--- config.mk ---
export PLATFORM = sky130hd
export DESIGN_NAME = i2c_lat_cmd_seq
export DESIGN_NICKNAME = d
export VERILOG_FILES = /design/src/rtl/i2c_lat_cmd_seq.sv
export SDC_FILE = /design/constraint.sdc
export NUM_CORES = 1
export LEC_CHECK = 0
export BUFFER_PORTS_ARGS = -buffer_cell sky130_fd_sc_hd__buf_4
export CORE_MARGIN = 2
export CORE_UTILIZATION = 45
export CTS_CLUSTER_DIAMETER = 40
export DETAILED_ROUTE_END_ITERATION = 6
export PLACE_DENSITY_LB_ADDON = 0.08
export SLEW_MARGIN = 15
export SYNTH_ARGS = -nofsm -noshare
export SYNTH_HDL_FRONTEND = slang
export SYNTH_SLANG_ARGS = --single-unit
--- constraint.sdc ---
create_clock -name clk -period 3.79 [get_ports clk]
set_clock_uncertainty 0.2 [all_clocks]
set_input_delay 0.1895 -clock clk [delete_from_list [all_inputs] [get_ports clk]]
set_output_delay 0.1895 -clock clk [all_outputs]
set_load 0.005 [all_outputs]
--- src/rtl/i2c_lat_cmd_seq.sv ---
// i2c_lat_cmd_seq
// Upstream sequencer for the I2C master controller. It turns a simple command
// stream (rw/addr/len) into the controller's register-style control interface.
// Write payload is staged in a TX FIFO and read payload in an RX FIFO. Only one
// I2C transaction is in flight at a time.
//
// Ports:
//   clk, rst                  clock, synchronous active-high reset
//   cmd_*                     command handshake (valid/ready), rw, 7-bit addr, len
//   tx_data/valid/ready       write payload into the TX FIFO (accepted in any state)
//   rx_data/valid/ready       read payload out of the RX FIFO
//   busy, done, err           status: done pulses once per accepted command,
//                             err = {timeout, underflow/overflow, nack} alongside done
//   o_slave_addr_reg, o_byte_cnt_reg, o_clk_div_lsb, o_config_reg, o_mode_reg
//                             register-style outputs to the controller
//   i_cmd_status_reg          controller status: [7] complete, [6] ack error
//   i_start_ack               controller accepted the start request
//   o_transmit_data, i_transmit_data_request   TX byte handoff
//   i_received_data_valid, i_receive_data      RX byte handoff
//   i_int_n                   interrupt, not used for sequencing
module i2c_lat_cmd_seq #(
  parameter int unsigned TX_DEPTH = 16,
  parameter int unsigned RX_DEPTH = 16,
  parameter logic [7:0]  CLK_DIV  = 8'd125,
  parameter int unsigned TIMEOUT  = 100000
) (
  input  logic       clk,
  input  logic       rst,
  input  logic       cmd_valid,
  output logic       cmd_ready,
  input  logic       cmd_rw,
  input  logic [6:0] cmd_addr,
  input  logic [7:0] cmd_len,
  input  logic [7:0] tx_data,
  input  logic       tx_valid,
  output logic       tx_ready,
  output logic [7:0] rx_data,
  output logic       rx_valid,
  input  logic       rx_ready,
  output logic       busy,
  output logic       done,
  output logic [2:0] err,
  output logic [7:0] o_slave_addr_reg,
  output logic [7:0] o_byte_cnt_reg,
  output logic [7:0] o_clk_div_lsb,
  output logic [7:0] o_config_reg,
  output logic [7:0] o_mode_reg,
  input  logic [7:0] i_cmd_status_reg,
  input  logic       i_start_ack,
  output logic [7:0] o_transmit_data,
  input  logic       i_transmit_data_request,
  input  logic       i_received_data_valid,
  input  logic [7:0] i_receive_data,
  input  logic       i_int_n
);

  localparam int unsigned TXW = $clog2(TX_DEPTH);
  localparam int unsigned RXW = $clog2(RX_DEPTH);
  localparam int unsigned TOW = $clog2(TIMEOUT);

  localparam logic [TXW:0]   TX_ONE     = {{TXW{1'b0}}, 1'b1};
  localparam logic [RXW:0]   RX_ONE     = {{RXW{1'b0}}, 1'b1};
  localparam logic [TOW-1:0] TO_ONE     = {{(TOW-1){1'b0}}, 1'b1};
  localparam logic [TOW-1:0] TO_LAST    = TOW'(TIMEOUT - 1);
  localparam logic [8:0]     TX_DEPTH_L = 9'(TX_DEPTH);

  typedef enum logic [2:0] {
    S_IDLE,
    S_ARM,
    S_START,
    S_XFER,
    S_FIN
  } state_t;

  state_t         r_state;
  state_t         w_state_nxt;

  logic [7:0]     r_tx_mem [TX_DEPTH];
  logic [7:0]     r_rx_mem [RX_DEPTH];
  logic [TXW:0]   r_tx_wp, r_tx_rp;
  logic [RXW:0]   r_rx_wp, r_rx_rp;

  logic [TOW-1:0] r_to_cnt;
  logic [2:0]     r_err;
  logic           r_done;
  logic           r_cfg;
  logic [7:0]     r_addr;
  logic [7:0]     r_len;
  logic           r_rw;

  logic           w_tx_empty, w_tx_full, w_rx_empty, w_rx_full;
  logic [TXW:0]   w_tx_count;
  logic [8:0]     w_tx_need;
  logic           w_tx_push, w_tx_req, w_tx_pop, w_tx_under, w_tx_flush;
  logic           w_rx_in, w_rx_push, w_rx_pop, w_rx_over;
  logic           w_cmd_acc, w_in_wait, w_progress, w_to_hit;
  logic           w_unused;

  // FIFO status: the extra pointer bit distinguishes full from empty
  assign w_tx_empty = (r_tx_wp == r_tx_rp);
  assign w_tx_full  = (r_tx_wp[TXW] != r_tx_rp[TXW]) &&
                      (r_tx_wp[TXW-1:0] == r_tx_rp[TXW-1:0]);
  assign w_rx_empty = (r_rx_wp == r_rx_rp);
  assign w_rx_full  = (r_rx_wp[RXW] != r_rx_rp[RXW]) &&
                      (r_rx_wp[RXW-1:0] == r_rx_rp[RXW-1:0]);
  assign w_tx_count = r_tx_wp - r_tx_rp;

  // A write may start once the whole payload is staged, or the FIFO is full
  assign w_tx_need  = (9'(r_len) > TX_DEPTH_L) ? TX_DEPTH_L : 9'(r_len);

  assign w_tx_push  = tx_valid && tx_ready;
  assign w_tx_req   = (r_state == S_XFER) && i_transmit_data_request;
  assign w_tx_pop   = w_tx_req && !w_tx_empty;
  assign w_tx_under = w_tx_req && w_tx_empty;
  assign w_tx_flush = (r_state == S_FIN) && r_err[0];

  // A pop in the same cycle frees a slot, so a push into a full FIFO is legal then
  assign w_rx_pop   = rx_ready && !w_rx_empty;
  assign w_rx_in    = (r_state == S_XFER) && i_received_data_valid;
  assign w_rx_push  = w_rx_in && (!w_rx_full || w_rx_pop);
  assign w_rx_over  = w_rx_in && !w_rx_push;

  assign w_cmd_acc  = cmd_valid && cmd_ready;
  assign w_in_wait  = (r_state == S_START) || (r_state == S_XFER);
  assign w_progress = i_start_ack || i_transmit_data_request || i_received_data_valid;
  assign w_to_hit   = w_in_wait && !w_progress && (r_to_cnt == TO_LAST);

  always_comb begin
    w_state_nxt = r_state;
    case (r_state)
      S_IDLE:  if (w_cmd_acc && (cmd_len != 8'd0)) w_state_nxt = S_ARM;
      S_ARM:   if (r_rw || (9'(w_tx_count) >= w_tx_need)) w_state_nxt = S_START;
      S_START: begin
        if (w_to_hit)         w_state_nxt = S_FIN;
        else if (i_start_ack) w_state_nxt = S_XFER;
      end
      S_XFER:  if (w_to_hit || i_cmd_status_reg[7]) w_state_nxt = S_FIN;
      S_FIN:   w_state_nxt = S_IDLE;
      default: w_state_nxt = S_IDLE;
    endcase
  end

  always_ff @(posedge clk) begin
    if (rst) begin
      r_state  <= S_IDLE;
      r_to_cnt <= '0;
      r_err    <= '0;
      r_done   <= 1'b0;
      r_cfg    <= 1'b0;
      r_addr   <= '0;
      r_len    <= '0;
      r_rw     <= 1'b0;
    end else begin
      r_state <= w_state_nxt;
      // Zero-length commands complete without touching the controller
      r_done  <= (w_state_nxt == S_FIN) || (w_cmd_acc && (cmd_len == 8'd0));
      // Start request is high for every START cycle, including the ack cycle
      r_cfg   <= (w_state_nxt == S_START);

      if (w_cmd_acc && (cmd_len != 8'd0)) begin
        r_addr <= {1'b0, cmd_addr};
        r_len  <= cmd_len;
        r_rw   <= cmd_rw;
      end

      if (w_progress || (w_state_nxt != r_state)) begin
        r_to_cnt <= '0;
      end else if (w_in_wait) begin
        r_to_cnt <= r_to_cnt + TO_ONE;
      end

      // err holds through FIN so it is presented with done, then clears
      if (r_state == S_FIN) begin
        r_err <= '0;
      end else begin
        if (w_tx_under || w_rx_over)                         r_err[1] <= 1'b1;
        if ((r_state == S_XFER) && i_cmd_status_reg[6])      r_err[0] <= 1'b1;
        if (w_to_hit)                                        r_err[2] <= 1'b1;
      end
    end
  end

  always_ff @(posedge clk) begin
    if (rst) begin
      r_tx_wp <= '0;
      r_tx_rp <= '0;
      r_rx_wp <= '0;
      r_rx_rp <= '0;
    end else begin
      if (w_tx_push) r_tx_wp <= r_tx_wp + TX_ONE;
      // After a NACK the unsent payload is discarded; a byte written this
      // same cycle lands at the old write pointer and survives the flush
      if (w_tx_flush)    r_tx_rp <= r_tx_wp;
      else if (w_tx_pop) r_tx_rp <= r_tx_rp + TX_ONE;
      if (w_rx_push) r_rx_wp <= r_rx_wp + RX_ONE;
      if (w_rx_pop)  r_rx_rp <= r_rx_rp + RX_ONE;
    end
  end

  always_ff @(posedge clk) begin
    if (w_tx_push) r_tx_mem[r_tx_wp[TXW-1:0]] <= tx_data;
    if (w_rx_push) r_rx_mem[r_rx_wp[RXW-1:0]] <= i_receive_data;
  end

  assign cmd_ready        = (r_state == S_IDLE) && !r_done && !rst;
  assign tx_ready         = !w_tx_full && !rst;
  assign rx_valid         = !w_rx_empty;
  assign rx_data          = w_rx_empty ? '0 : r_rx_mem[r_rx_rp[RXW-1:0]];
  assign o_transmit_data  = w_tx_empty ? '0 : r_tx_mem[r_tx_rp[TXW-1:0]];
  assign busy             = (r_state != S_IDLE);
  assign done             = r_done;
  assign err              = r_err;
  assign o_slave_addr_reg = r_addr;
  assign o_byte_cnt_reg   = r_len;
  assign o_clk_div_lsb    = CLK_DIV;
  assign o_config_reg     = {7'b0, r_cfg};
  assign o_mode_reg       = {7'b0, r_rw};

  assign w_unused = ^{i_int_n, i_cmd_status_reg[5:0]};

endmodule

==> results.json <==
{
  "cts_tree": "done",
  "dp_hpwl_mm": 17.8,
  "end_kind": "flop",
  "grt_pass1_vias": 7708,
  "multiInputGateArea_um2": 4130,
  "worst-path-buf-inv": 3,
  "dieArea_um2": 31500,
  "ys_seq_area_share_pct": 66.9,
  "coreArea_um2": 29600,
  "hold_path.class": "primary input to flop",
  "portBuffers": 82,
  "slew_viol_final": 0,
  "drtPass1Iterations": 5,
  "ys_ff_latch": 325,
  "syn-cell-area_um2": 13500,
  "rsz0062_at_grt": "false",
  "rr_worst_depth": 13,
  "synth_top_family_by_area": "multiplexers",
  "whs_endpoint": "r_tx_wp[1]$_SDFFE_PP0P_",
  "slowest_delay_ps": 390,
  "cts_buffer_depth": 3,
  "slew_headroom_pct": 45.8,
  "final_nets": 1062,
  "power_density_nw_per_um2": 490,
  "gp_congestion": 0.805,
  "max_freq_mhz": 300,
  "grt.overflow.total": 0,
  "reg2reg_slack_ps": 450,
  "clkSinkCount": 325,
  "cp.required_ps": 3980,
  "grt_antenna_before_repair": 0,
  "clk_pin_slew_ps": 50,
  "clock_latency_ps": 530,
  "synth_flop_cell": "edfxtp_1",
  "crit_family": "compound AO/OA/AOI/OAI gates",
  "met2_usage_pct": 29.9,
  "synth-edff-count": 256,
  "place_inst": 1279,
  "route.detailed.drc": 0,
  "wl_per_cell_um": 18.8,
  "fp.dieH_um": 178,
  "wirelength_mm": 26.7,
  "min_path_cells": 6,
  "tightest_slew_ps": 809,
  "syn2layout_area_growth_pct": 22.7,
  "outcome": "completed",
  "path_max_fanout": 17,
  "fin_setup_tns_ps": 0,
  "worst-path-stages": 13,
  "viasPerCell": 5.23,
  "stdcell_count": 1416,
  "finalHoldViolations": 0,
  "final_antenna_net_count": 0,
  "layout-drive-gt1-share_pct": 28.3,
  "ys_async_sr_fraction_pct": 0,
  "n_fill_cell": 2347,
  "timing_worst_setup_path_type": "flop to flop",
  "critical_path.slowest_cell": "fa_1",
  "min_period_over_period_pct": 88.0,
  "synth_cell_type_count": 53,
  "seq_area_um2": 9070,
  "numCtsBuffers": 43,
  "die_width_um": 178,
  "hp-start": "tx_valid",
  "synth_area_per_cell_um2": 16.6,
  "met1_usage_pct": 22.3,
  "synthMuxAreaShare_pct": 14.9,
  "initial_core_util_pct": 45.7,
  "crit_chain": "inv_1, ha_1, inv_1, fa_1, a21o_1, a21oi_1, xor2_1, ha_1, o21ai_0, o31a_1, a2111oi_4, buf_4, nor4_1",
  "synth-compound-area-share_pct": 2.35,
  "synth-adder-area-share_pct": 1.99,
  "start_kind": "flop",
  "setup_viol": 0,
  "utilization_pct": 56.1,
  "final_common_cell": "edfxtp_1",
  "antenna_cells": 0,
  "io_pins": 113,
  "vias": 7401,
  "synth_simple_gate_area_share_pct": 8.25,
  "leakagePower_uw": 0.00561,
  "htreeDepth": 2,
  "rr_endpoint": "r_to_cnt[1]$_SDFFE_PP0P_",
  "holdWs_ps": 22.1,
  "synth-xor-area-share_pct": 2.39,
  "rr_startpoint": "r_tx_wp[0]$_SDFFE_PP0P_",
  "grt.total_usage_pct": 17.2,
  "vdd_drop_max_mv": 0.367,
  "post-route-min-period_ps": 3340,
  "grt_use_met3_pct": 3.04,
  "synthCells": 814,
  "dr.first_iter.drc_count": 515,
  "layout_common_cells": "edfxtp_1 (256), buf_4 (115), mux4_2 (80), nor2_1 (69), dfxtp_1 (67)",
  "synth_warnings": 0,
  "root_buffer": "clkbuf_16",
  "top_usage_layer": "met2",
  "rows": 63,
  "grt_pass1_wl_mm": 41.7,
  "crit_arrival_ps": 3530,
  "max-cap-violations": 0,
  "finalPower_uw": 8150,
  "grt_max_degree": 52
}
cells by family after synthesis:
kind of cell               Yosys count
other                                2
and+or+nand+nor                    204
AOI/OAI and AO/OA                   45
xor gates and xnor gates            37
DFF                                325
buffers and inverters               79
adders and majority gates           21
muxes                              101
through the flow:
stage / cell area (um2) / setup slack [ps]
3_3_place_gp: 14600 / 485
3_5_place_dp: 14600 / 416
5_1_grt: 16600 / 230
2_1_floorplan: 13600 / 463
6_report: 16600 / 453
4_1_cts: 16600 / 426
cells in the mapped netlist, types with 3 or more instances:
library cell | instances | area share (%)
buf_6 | 3 | 0.25
nor2b_1 | 21 | 0.97
nand2_1 | 29 | 0.80
a21oi_1 | 15 | 0.55
a211oi_1 | 6 | 0.33
buf_2 | 8 | 0.30
nor4_2 | 11 | 1.0
and2_1 | 4 | 0.18
buf_4 | 26 | 1.4
edfxtp_1 | 256 | 57
mux2_2 | 3 | 0.25
xor2_1 | 18 | 1.2
o21ai_0 | 4 | 0.15
ha_1 | 20 | 1.8
and4b_1 | 3 | 0.22
nand3_1 | 12 | 0.44
xnor2_1 | 19 | 1.2
and4_1 | 4 | 0.26
nor3_1 | 20 | 0.74
mux2i_1 | 18 | 1.3
mux4_2 | 80 | 13
inv_1 | 17 | 0.47
nand2b_1 | 5 | 0.23
a21o_1 | 4 | 0.22
clkbuf_1 | 22 | 0.61
nor4_1 | 8 | 0.37
a221oi_1 | 3 | 0.19
nand4_1 | 7 | 0.32
nor2_1 | 69 | 1.9
buf_1 | 3 | 0.083
dfxtp_1 | 69 | 10
final cells by class:
cell class	instances	area share, %
flip-flops and latches	325	54.6
clock buffers	49	6.79
multi-input cells	431	24.9
repair buffers	174	8.80
well taps	390	2.93
clock inverters	30	1.68
inverters	17	0.384
layer usage:
| metal | routed length, um | up-vias |
|---|---|---|
| met5 | 0 | - |
| met3 | 1000 | 48 |
| met4 | 565 | 0 |
| met2 | 13700 | 142 |
| li1 | - | 3481 |
| met1 | 11400 | 3730 |
worst min-delay path, cell delays in order:
cell,delay [ps]
buf_4,110
inv_1,70
a211oi_1,50
buf_4,150
nand2_1,60
o31ai_1,50
where the power goes:
group	switching, uW	total (uW)	internal [uW]
combinational	210	405	195
sequential	25.7	3900	3870
clock	1530	3850	2320
what timing repair did:
action                                 in CTS  in global routing
hold buffers                               58                  0
resized for setup                           0                  0
setup buffers                               0                  0
endpoints found under the hold margin     296                  0
how the worst max path moves through the flow:
stage          slack [ps]               startpoint                   endpoint
6_report              450  r_tx_wp[0]$_SDFFE_PP0P_   r_to_cnt[1]$_SDFFE_PP0P_
5_1_grt               230  r_tx_wp[0]$_SDFFE_PP0P_   r_to_cnt[4]$_SDFFE_PP0P_
4_1_cts               430  r_tx_wp[0]$_SDFFE_PP0P_   r_to_cnt[1]$_SDFFE_PP0P_
3_5_place_dp          420  r_tx_wp[0]$_SDFFE_PP0P_   r_to_cnt[1]$_SDFFE_PP0P_
3_3_place_gp          490  r_tx_wp[0]$_SDFFE_PP0P_   r_to_cnt[3]$_SDFFE_PP0P_
2_1_floorplan         460  r_tx_wp[0]$_SDFFE_PP0P_  r_to_cnt[10]$_SDFFE_PP0P_
Note: power is estimated with default switching activity, not from simulation.
